==> src/rtl/tid_pkg.sv <==
// Shared types and default sizes for the thread-ID table and its loader.
package tid_pkg;

    typedef enum logic [1:0] {
        IDLE  = 2'd0,
        WRITE = 2'd1,
        DONE  = 2'd2
    } state_t;

    localparam int TID_DATA_WIDTH = 32;
    localparam int TID_ADDR_WIDTH = 10;

endpackage

==> src/rtl/tid_table_loader.sv <==
// Fills the thread-ID table with base_id + i*stride, one entry per cycle.
module tid_table_loader
    import tid_pkg::*;
#(
    parameter int DATA_WIDTH = TID_DATA_WIDTH,
    parameter int ADDR_WIDTH = TID_ADDR_WIDTH,
    parameter int ADDR_DEPTH = 1 << ADDR_WIDTH
) (
    input  logic                  clk,
    input  logic                  rst_n,
    input  logic                  start,
    input  logic [DATA_WIDTH-1:0] base_id,
    input  logic [DATA_WIDTH-1:0] stride,
    input  logic [ADDR_WIDTH:0]   count,
    input  logic                  abort,
    output logic                  busy,
    output logic                  done,
    output logic                  err,
    output logic                  we,
    output logic [ADDR_WIDTH-1:0] wa,
    output logic [DATA_WIDTH-1:0] di
);

    localparam logic [ADDR_WIDTH:0]   DEPTH_C = (ADDR_WIDTH+1)'(ADDR_DEPTH);
    localparam logic [ADDR_WIDTH-1:0] ONE_A   = ADDR_WIDTH'(1);

    state_t state_q, state_d;

    logic                  busy_q, busy_d;
    logic                  done_q, done_d;
    logic                  err_q, err_d;
    logic                  we_q, we_d;
    logic [ADDR_WIDTH-1:0] wa_q, wa_d;
    logic [DATA_WIDTH-1:0] di_q, di_d;
    logic [DATA_WIDTH-1:0] stride_q, stride_d;
    logic [ADDR_WIDTH-1:0] last_q, last_d;

    logic                  cnt_zero;
    logic                  cnt_over;
    logic                  at_last;
    logic [ADDR_WIDTH-1:0] last_n;

    // Oversized requests clamp to the full table, so the last index is all ones.
    assign cnt_zero = (count == '0);
    assign cnt_over = (count > DEPTH_C);
    assign last_n   = (count >= DEPTH_C) ? '1
                                         : count[ADDR_WIDTH-1:0] - ONE_A;
    assign at_last  = (wa_q == last_q);

    always_ff @(posedge clk) begin
        if (!rst_n) begin
            state_q <= IDLE;
        end else begin
            state_q <= state_d;
        end
    end

    always_comb begin
        state_d = state_q;
        unique case (state_q)
            IDLE: begin
                if (start) begin
                    state_d = cnt_zero ? DONE : WRITE;
                end
            end
            WRITE: begin
                if (abort) begin
                    state_d = IDLE;
                end else if (at_last) begin
                    state_d = DONE;
                end
            end
            DONE:    state_d = IDLE;
            default: state_d = IDLE;
        endcase
    end

    always_comb begin
        busy_d   = 1'b0;
        done_d   = 1'b0;
        we_d     = 1'b0;
        err_d    = err_q;
        wa_d     = wa_q;
        di_d     = di_q;
        stride_d = stride_q;
        last_d   = last_q;
        unique case (state_q)
            IDLE: begin
                if (start) begin
                    err_d    = cnt_over;
                    stride_d = stride;
                    last_d   = last_n;
                    if (cnt_zero) begin
                        done_d = 1'b1;
                    end else begin
                        we_d   = 1'b1;
                        busy_d = 1'b1;
                        wa_d   = '0;
                        di_d   = base_id;
                    end
                end
            end
            WRITE: begin
                // Abort outranks completion: no done pulse after an abort.
                if (abort) begin
                    done_d = 1'b0;
                end else if (at_last) begin
                    done_d = 1'b1;
                end else begin
                    we_d   = 1'b1;
                    busy_d = 1'b1;
                    wa_d   = wa_q + ONE_A;
                    di_d   = di_q + stride_q;
                end
            end
            DONE:    done_d = 1'b0;
            default: done_d = 1'b0;
        endcase
    end

    always_ff @(posedge clk) begin
        if (!rst_n) begin
            busy_q   <= 1'b0;
            done_q   <= 1'b0;
            err_q    <= 1'b0;
            we_q     <= 1'b0;
            wa_q     <= '0;
            di_q     <= '0;
            stride_q <= '0;
            last_q   <= '0;
        end else begin
            busy_q   <= busy_d;
            done_q   <= done_d;
            err_q    <= err_d;
            we_q     <= we_d;
            wa_q     <= wa_d;
            di_q     <= di_d;
            stride_q <= stride_d;
            last_q   <= last_d;
        end
    end

    assign busy = busy_q;
    assign done = done_q;
    assign err  = err_q;
    assign we   = we_q;
    assign wa   = wa_q;
    assign di   = di_q;

endmodule

==> config.mk <==
export PLATFORM = sky130hd
export DESIGN_NAME = tid_table_loader
export DESIGN_NICKNAME = d
export VERILOG_FILES = /design/src/rtl/tid_pkg.sv /design/src/rtl/tid_table_loader.sv
export SDC_FILE = /design/constraint.sdc
export NUM_CORES = 1
export LEC_CHECK = 0
export CAP_MARGIN = 20
export CORE_UTILIZATION = 47
export CTS_BUF_LIST = sky130_fd_sc_hd__clkbuf_4
export CTS_CLUSTER_SIZE = 10
export DETAILED_ROUTE_END_ITERATION = 8
export PLACE_DENSITY = 0.85
export SYNTH_ARGS = -nofsm -noshare
export SYNTH_HDL_FRONTEND = slang
export SYNTH_SLANG_ARGS = --single-unit
==> constraint.sdc <==
create_clock -name clk -period 2.6 [get_ports clk]
set_clock_uncertainty 0.15 [all_clocks]
set_input_delay 0.39 -clock clk [delete_from_list [all_inputs] [get_ports clk]]
set_output_delay 0.39 -clock clk [all_outputs]
set_load 0.01 [all_outputs]
==> results of run 1 <==
-- final cells by class --
cell class | count | area share (%)
clock buffers | 9 | 0.872
inverters | 8 | 0.387
clock inverters | 7 | 1.61
flip-flops and latches | 89 | 23.1
well taps | 143 | 2.31
multi-input cells | 546 | 48.0
repair buffers | 200 | 23.7
-- cell families (layout without fill, tap and decap cells) --
logic type / after synthesis / in the layout / share of synthesized area, %
and+or+nand+nor: 240 / 240 / 19.6
adders and majority gates: 34 / 34 / 7.88
AOI/OAI and AO/OA: 219 / 219 / 28.0
muxes: 4 / 4 / 0.728
xor gates and xnor gates: 49 / 49 / 7.81
DFF: 89 / 89 / 32.4
buffers and inverters: 50 / 224 / 3.60
-- layout by cell type, fill, tap and decap left out, types with 16 or more instances in the layout --
master / synthesis / layout
dfxtp_1: 89 / 83
a21o_1: 17 / 17
xor2_1: 31 / 31
o21ai_0: 30 / 27
a21oi_1: 46 / 41
buf_4: 1 / 72
clkdlybuf4s50_1: 0 / 123
nand2_1: 130 / 130
a21boi_0: 34 / 34
ha_1: 33 / 28
xnor2_1: 18 / 18
nor2_1: 41 / 40
o211a_1: 16 / 16
-- how the worst min path moves through the flow --
stage | from | endpoint | slack (ns) | depth (start not counted)
6_report | rst_n | di[1] | 0.18 | 2
4_1_cts | rst_n | di[0] | 0.17 | 2
5_1_grt | rst_n | di[0] | 0.20 | 2
3_5_place_dp | stride_q[13] | stride_q[13] | 0.32 | 2
2_1_floorplan | stride_q[10] | stride_q[10] | 0.30 | 2
3_3_place_gp | stride_q[29] | stride_q[29] | 0.31 | 2
-- registers in the layout, indices dropped and copies added, names as in the netlist --
name	cells
done	1
err	1
state_q	2
last_q	10
stride_q	32
wa	10
di	32
we	1
-- power by group --
group          internal (W)  switching (W)  total, W
logic              0.000757       0.000748   0.00150
registers           0.00150       0.000111   0.00161
clock network      0.000496       0.000534   0.00103
-- per-stage QoR --
| step | hold WS (ns) | utilization [%] | area [sq um] | total power [W] |
|---|---|---|---|---|
| finish | 0.183 | 67.9 | 7750 | 0.00415 |
| global route | 0.198 | 67.9 | 7750 | 0.00435 |
| CTS | 0.167 | 66.4 | 7580 | 0.00409 |
| detailed placement | 0.317 | 64.0 | 7310 | 0.00306 |
| global placement | 0.311 | 64.0 | 7310 | 0.00301 |
| floorplan | 0.297 | - | 5520 | 0.00240 |
-- per-layer routing --
metal	global-route usage [%]	wire [microns]
met5	0	0
met4	11.7	314
met3	4.12	860
met2	46.8	7790
met1	33.5	6910
-- timing repair --
| item | CTS | global route |
|---|---|---|
| pin swaps | 8 | 19 |
| resized for setup | 12 | 26 |
| buffers inserted | 4 | 4 |
| setup endpoints to repair | 9 | 14 |
==> run_results.csv, run 1 <==
group,metric,value,unit
setup_path,required,2.87,ns
cells_and_area,finalNonFillerCells,1002,
sta,max_freq,349,MHz
cells_and_area,area_growth,41.0,%
sta,period_needed,2.87,ns
yosys,avgSynthCellArea,8.02,sq um
detailed_routing,drt_first_pass_iters,7,
power_and_ir_drop,powerDensity,535,mW/mm^2
setup_path,cp.depth,11,
power_and_ir_drop,power.leakage,3.33,nW
grt,grt_max_degree,48,
setup_path,cp_top_family,"compound AO/OA/AOI/OAI gates",
sta,drv_slew,0,
setup_path,cpMaxStageDelayCell,"o41a_1",
setup_path,start_kind,"register",
sta,setup_viol_count_final,9,
placement,placed_cells,978,
clocking,cts_buffer_depth,2,
grt,grt_pass1_vias,5585,
cells_and_area,multiInputGateArea,0.00372,sq mm
sta,hold_viol,0,
floorplan,start_util,48.1,%
sta,tightest_slew,0.527,ns
detailed_routing,routedWlPerCell,15.8,microns
detailed_routing,vias,5609,
yosys,async_flop_share,0,%
clocking,cts_tree,"done",
yosys,synth.top_cells.by_count,"nand2_1, dfxtp_1, a21oi_1",
yosys,synth_edf_count,0,
clocking,htreeDepth,3,
detailed_routing,drc,0,
placement,place.gp.congestion,0.908,
setup_path,worst-path-max-fanout,3,
clocking,cts_hold_buf,0,
yosys,ys_types,64,
run_status,violations,"setup timing",
clocking,clock-root-buffer,"clkbuf_4",
yosys,yosys_warnings,0,
yosys,synthMostInstantiatedCell,"nand2_1",
sta,fin_crit_sh,110,%
setup_path,path_cells,"ha_4 > fa_2 > a21o_1 > a21o_2 > a21oi_4 > o31ai_4 > o31ai_4 > a211oi_2 > o41a_1 > buf_4 > a211oi_2",
grt,grt-ovfl-total,0,
setup_path,endpoint,"di[28]",
yosys,netlist_instances,685,
floorplan,die_height,110,microns
setup_path,worst-endpoint-arrival,3.13,ns
yosys,yosysTopAreaCell,"dfxtp_1",
clocking,cts_sinks,89,
setup_path,crit_buf_inv,1,
cells_and_area,nNetsFinal,967,
placement,port_buffers,124,
clocking,clk_latency,0.50,ns
grt,grtUsageTotal,27.1,%
setup_path,timing.rr.start,"di[0]",
floorplan,core,0.0114,sq mm
sta,tns,-1.06,ns
cells_and_area,fillCellCount,923,
yosys,ys_ff_latch,89,
cells_and_area,n_antenna_cell,0,
grt,antenna_found_initial,0,
detailed_routing,drt_iter0_drc,306,
floorplan,rows,39,
sta,grt_setup_unrepaired,"yes",
detailed_routing,avgViaCountPerCell,5.60,
sta,setup_ws,-0.268,ns
min_path,hold_path.class,"input pin to register",
run_status,status,"finished, violations left",
flow_run,maxCapViolCount,0,
setup_path,crit_path_start,"di[0]",
sta,slew_headroom,64.5,%
setup_path,worst_path_largest_cell_delay,0.41,ns
setup_path,critPathKind,"register to register",
setup_path,rrSetupSlack,-0.27,ns
clocking,path_clk_slew,0.15,ns
yosys,ys_top_cells_by_area,"dfxtp_1, nand2_1, ha_1",
yosys,syn_area,0.00550,sq mm
floorplan,fp.dieW,110,microns
placement,dp_slack,-0.343,ns
placement,dpl.hpwl,11800,microns
setup_path,endpoint_kind,"register",
detailed_routing,ant_nets,0,
setup_path,rr_worst_depth,11,
cells_and_area,final-seq-area,0.00179,sq mm
yosys,synth_top_cell_area_share,32.4,%
floorplan,pin_count,125,
cells_and_area,layout-drive-gt1-share,16.1,%
power_and_ir_drop,peakVddDrop,0.000351,V
floorplan,fp.dieArea,0.0121,sq mm
yosys,yosysSeqAreaShare,32.4,%
yosys,ys.flop_type,"dfxtp_1",
yosys,syn-num-nets,798,
setup_path,timing.rr.end,"di[28]",
detailed_routing,wirelength,15900,microns
clocking,numCtsBuffers,9,
grt,grt_pass1_wl,25600,microns
Power figures use the tool's default switching activity.
==> inputs of run 2 (changes only) <==
Settings changed: CORE_UTILIZATION 47 to 50, PLACE_DENSITY 0.85 to 0.86.
Clock period 2.6 ns to 3.3 ns, I/O delays scaled along.
==> run_results.csv, run 2 (synthesized netlist as in run 1, its figures left out) <==
group,metric,value,unit
setup_path,crit_buf_inv,0,
sta,setup_viol_count_final,0,
run_status,status,"completed",
sta,tightest_slew,0.602,ns
setup_path,critPathKind,"register to register",
sta,fin_crit_sh,94.7,%
detailed_routing,wirelength,14600,microns
clocking,path_clk_slew,0.15,ns
placement,place.gp.congestion,0.906,
setup_path,path_cells,"ha_1 > fa_1 > a21o_1 > a21o_2 > a21oi_4 > o31ai_4 > o31ai_4 > a211oi_2 > o41a_1 > mux2i_1 > a31oi_1",
detailed_routing,vias,5358,
power_and_ir_drop,p_comb_share,34.9,%
setup_path,rrSetupSlack,0.17,ns
detailed_routing,ant_nets,0,
cells_and_area,n_antenna_cell,0,
clocking,clock-root-buffer,"clkbuf_4",
power_and_ir_drop,powerDensity,409,mW/mm^2
cells_and_area,final_common_cell,"nand2_1",
floorplan,die_height,107,microns
grt,antenna_found_initial,0,
sta,grt_setup_unrepaired,"no",
clocking,clk_latency,0.47,ns
sta,drv_slew,0,
detailed_routing,routedWlPerCell,15.7,microns
floorplan,core,0.0105,sq mm
detailed_routing,drt_first_pass_iters,4,
sta,period_needed,3.13,ns
setup_path,worst_path_largest_cell_delay,0.44,ns
power_and_ir_drop,cellInternalPower,0.00183,W
setup_path,worst-path-max-fanout,5,
power_and_ir_drop,p_sw,0.00102,W
cells_and_area,nNetsFinal,903,
floorplan,fp.dieW,107,microns
clocking,cts_hold_buf,0,
power_and_ir_drop,swShare,35.9,%
cells_and_area,mostFrequentLayoutCells,"nand2_1, clkdlybuf4s50_1, dfxtp_1",
setup_path,worst-endpoint-arrival,3.36,ns
cells_and_area,area_growth,26.9,%
placement,port_buffers,124,
cells_and_area,layout-drive-gt1-share,5.41,%
min_path,hold_path.class,"register to register",
grt,grt_pass1_wl,24200,microns
sta,tns,0,ns
setup_path,critPathMostFrequentCell,"o31ai_4",
setup_path,endpoint_kind,"register",
detailed_routing,avgViaCountPerCell,5.76,
placement,dpl.hpwl,10900,microns
setup_path,rr_worst_depth,11,
detailed_routing,drt_iter0_drc,251,
floorplan,start_util,52.3,%
cells_and_area,finalNonFillerCells,931,
cells_and_area,final-seq-area,0.00178,sq mm
sta,hold_viol,0,
setup_path,cp_top_family,"compound AO/OA/AOI/OAI gates",
setup_path,cpMaxStageDelayCell,"o41a_1",
floorplan,fp.dieArea,0.0114,sq mm
min_path,hold_path_end,"stride_q[28]",
clocking,cts_buffer_depth,2,
grt,grt_max_degree,48,
power_and_ir_drop,peakVddDrop,0.000353,V
sta,max_freq,320,MHz
detailed_routing,drc,0,
power_and_ir_drop,power.leakage,2.97,nW
grt,grtUsageTotal,26.3,%
setup_path,start_kind,"register",
power_and_ir_drop,power.share.sequential,44.6,%
min_path,min_from,"stride_q[28]",
setup_path,timing.rr.start,"di[0]",
clocking,numCtsBuffers,9,
sta,slew_headroom,59.8,%
floorplan,rows,37,
floorplan,pin_count,125,
min_path,holdPathStages,2,
power_and_ir_drop,clkPwrFrac,20.5,%
flow_run,maxCapViolCount,0,
setup_path,required,3.53,ns
grt,grt-ovfl-total,0,
clocking,cts_sinks,89,
cells_and_area,fillCellCount,866,
clocking,cts_tree,"done",
placement,placed_cells,915,
setup_path,timing.rr.end,"di[26]",
grt,grt_pass1_vias,5206,
clocking,htreeDepth,3,
cells_and_area,multiInputGateArea,0.00353,sq mm
[run 2: changes by cell type in the layout (fill, tap and decap cells not counted), sizes merged]
cell      before  now
inv           10   11
clkinvlp       0    1
clkbuf         9   10
buf           77   13
bufinv         3    0
[run 2: layout make-up]
cell class	count	area share, %
clock buffer	10	1.08
clock inverter	6	0.718
inverter	8	0.431
multi-input combinational	546	50.6
sequential	89	25.5
tap	136	2.44
timing repair buffer	136	19.2
[run 2: worst register-to-register path, delay by kind of cell (launching register included)]
| family | cells | cell delay (ns) |
|---|---|---|
| adders and majority gates | 2 | 0.64 |
| AOI/OAI and AO/OA | 8 | 1.75 |
| DFF | 1 | 0.35 |
| muxes | 1 | 0.14 |
[run 2: per-stage QoR]
| step | area, sq um | worst slack [ns] | utilization (%) | power [W] | hold slack (ns) |
|---|---|---|---|---|---|
| 2_1_floorplan | 5500 | 0.365 | - | 0.00188 | 0.297 |
| 3_3_place_gp | 6840 | 0.274 | 65.1 | 0.00224 | 0.310 |
| 3_5_place_dp | 6840 | 0.186 | 65.1 | 0.00228 | 0.315 |
| 4_1_cts | 6970 | 0.138 | 66.3 | 0.00286 | 0.334 |
| 5_1_grt | 6970 | 0.0161 | 66.4 | 0.00302 | 0.364 |
| 6_report | 6970 | 0.174 | 66.4 | 0.00285 | 0.336 |
[run 2: metal layers]
layer	track usage, %	part of all wire [%]
met3	4.92	6.0
met2	44.3	48
met1	33.6	44
met4	9.30	1.9
met5	0	0
[run 2: power groups by stage]
stage,clock network (W),registers [W],logic [W]
after floorplan,0,0.00130,0.000582
after global placement,0,0.00129,0.000952
after detailed placement,0,0.00129,0.000981
after CTS,0.000596,0.00127,0.000989
after global routing,0.000645,0.00129,0.00109
final,0.000584,0.00127,0.000997
[run 2: worst max path at each step]
stage	depth (start not counted)	end	from
finish	11	di[26]	di[0]
global route	11	di[26]	di[0]
CTS	11	di[26]	di[0]
detailed placement	9	di[31]	count[5]
global placement	9	di[31]	count[5]
floorplan	11	di[26]	di[0]
[run 2: repair_timing]
| action | 4_1_cts | 5_1_grt |
|---|---|---|
| endpoints found under the setup margin | 0 | 1 |
| setup buffers | 0 | 0 |
| resized for setup | 0 | 1 |
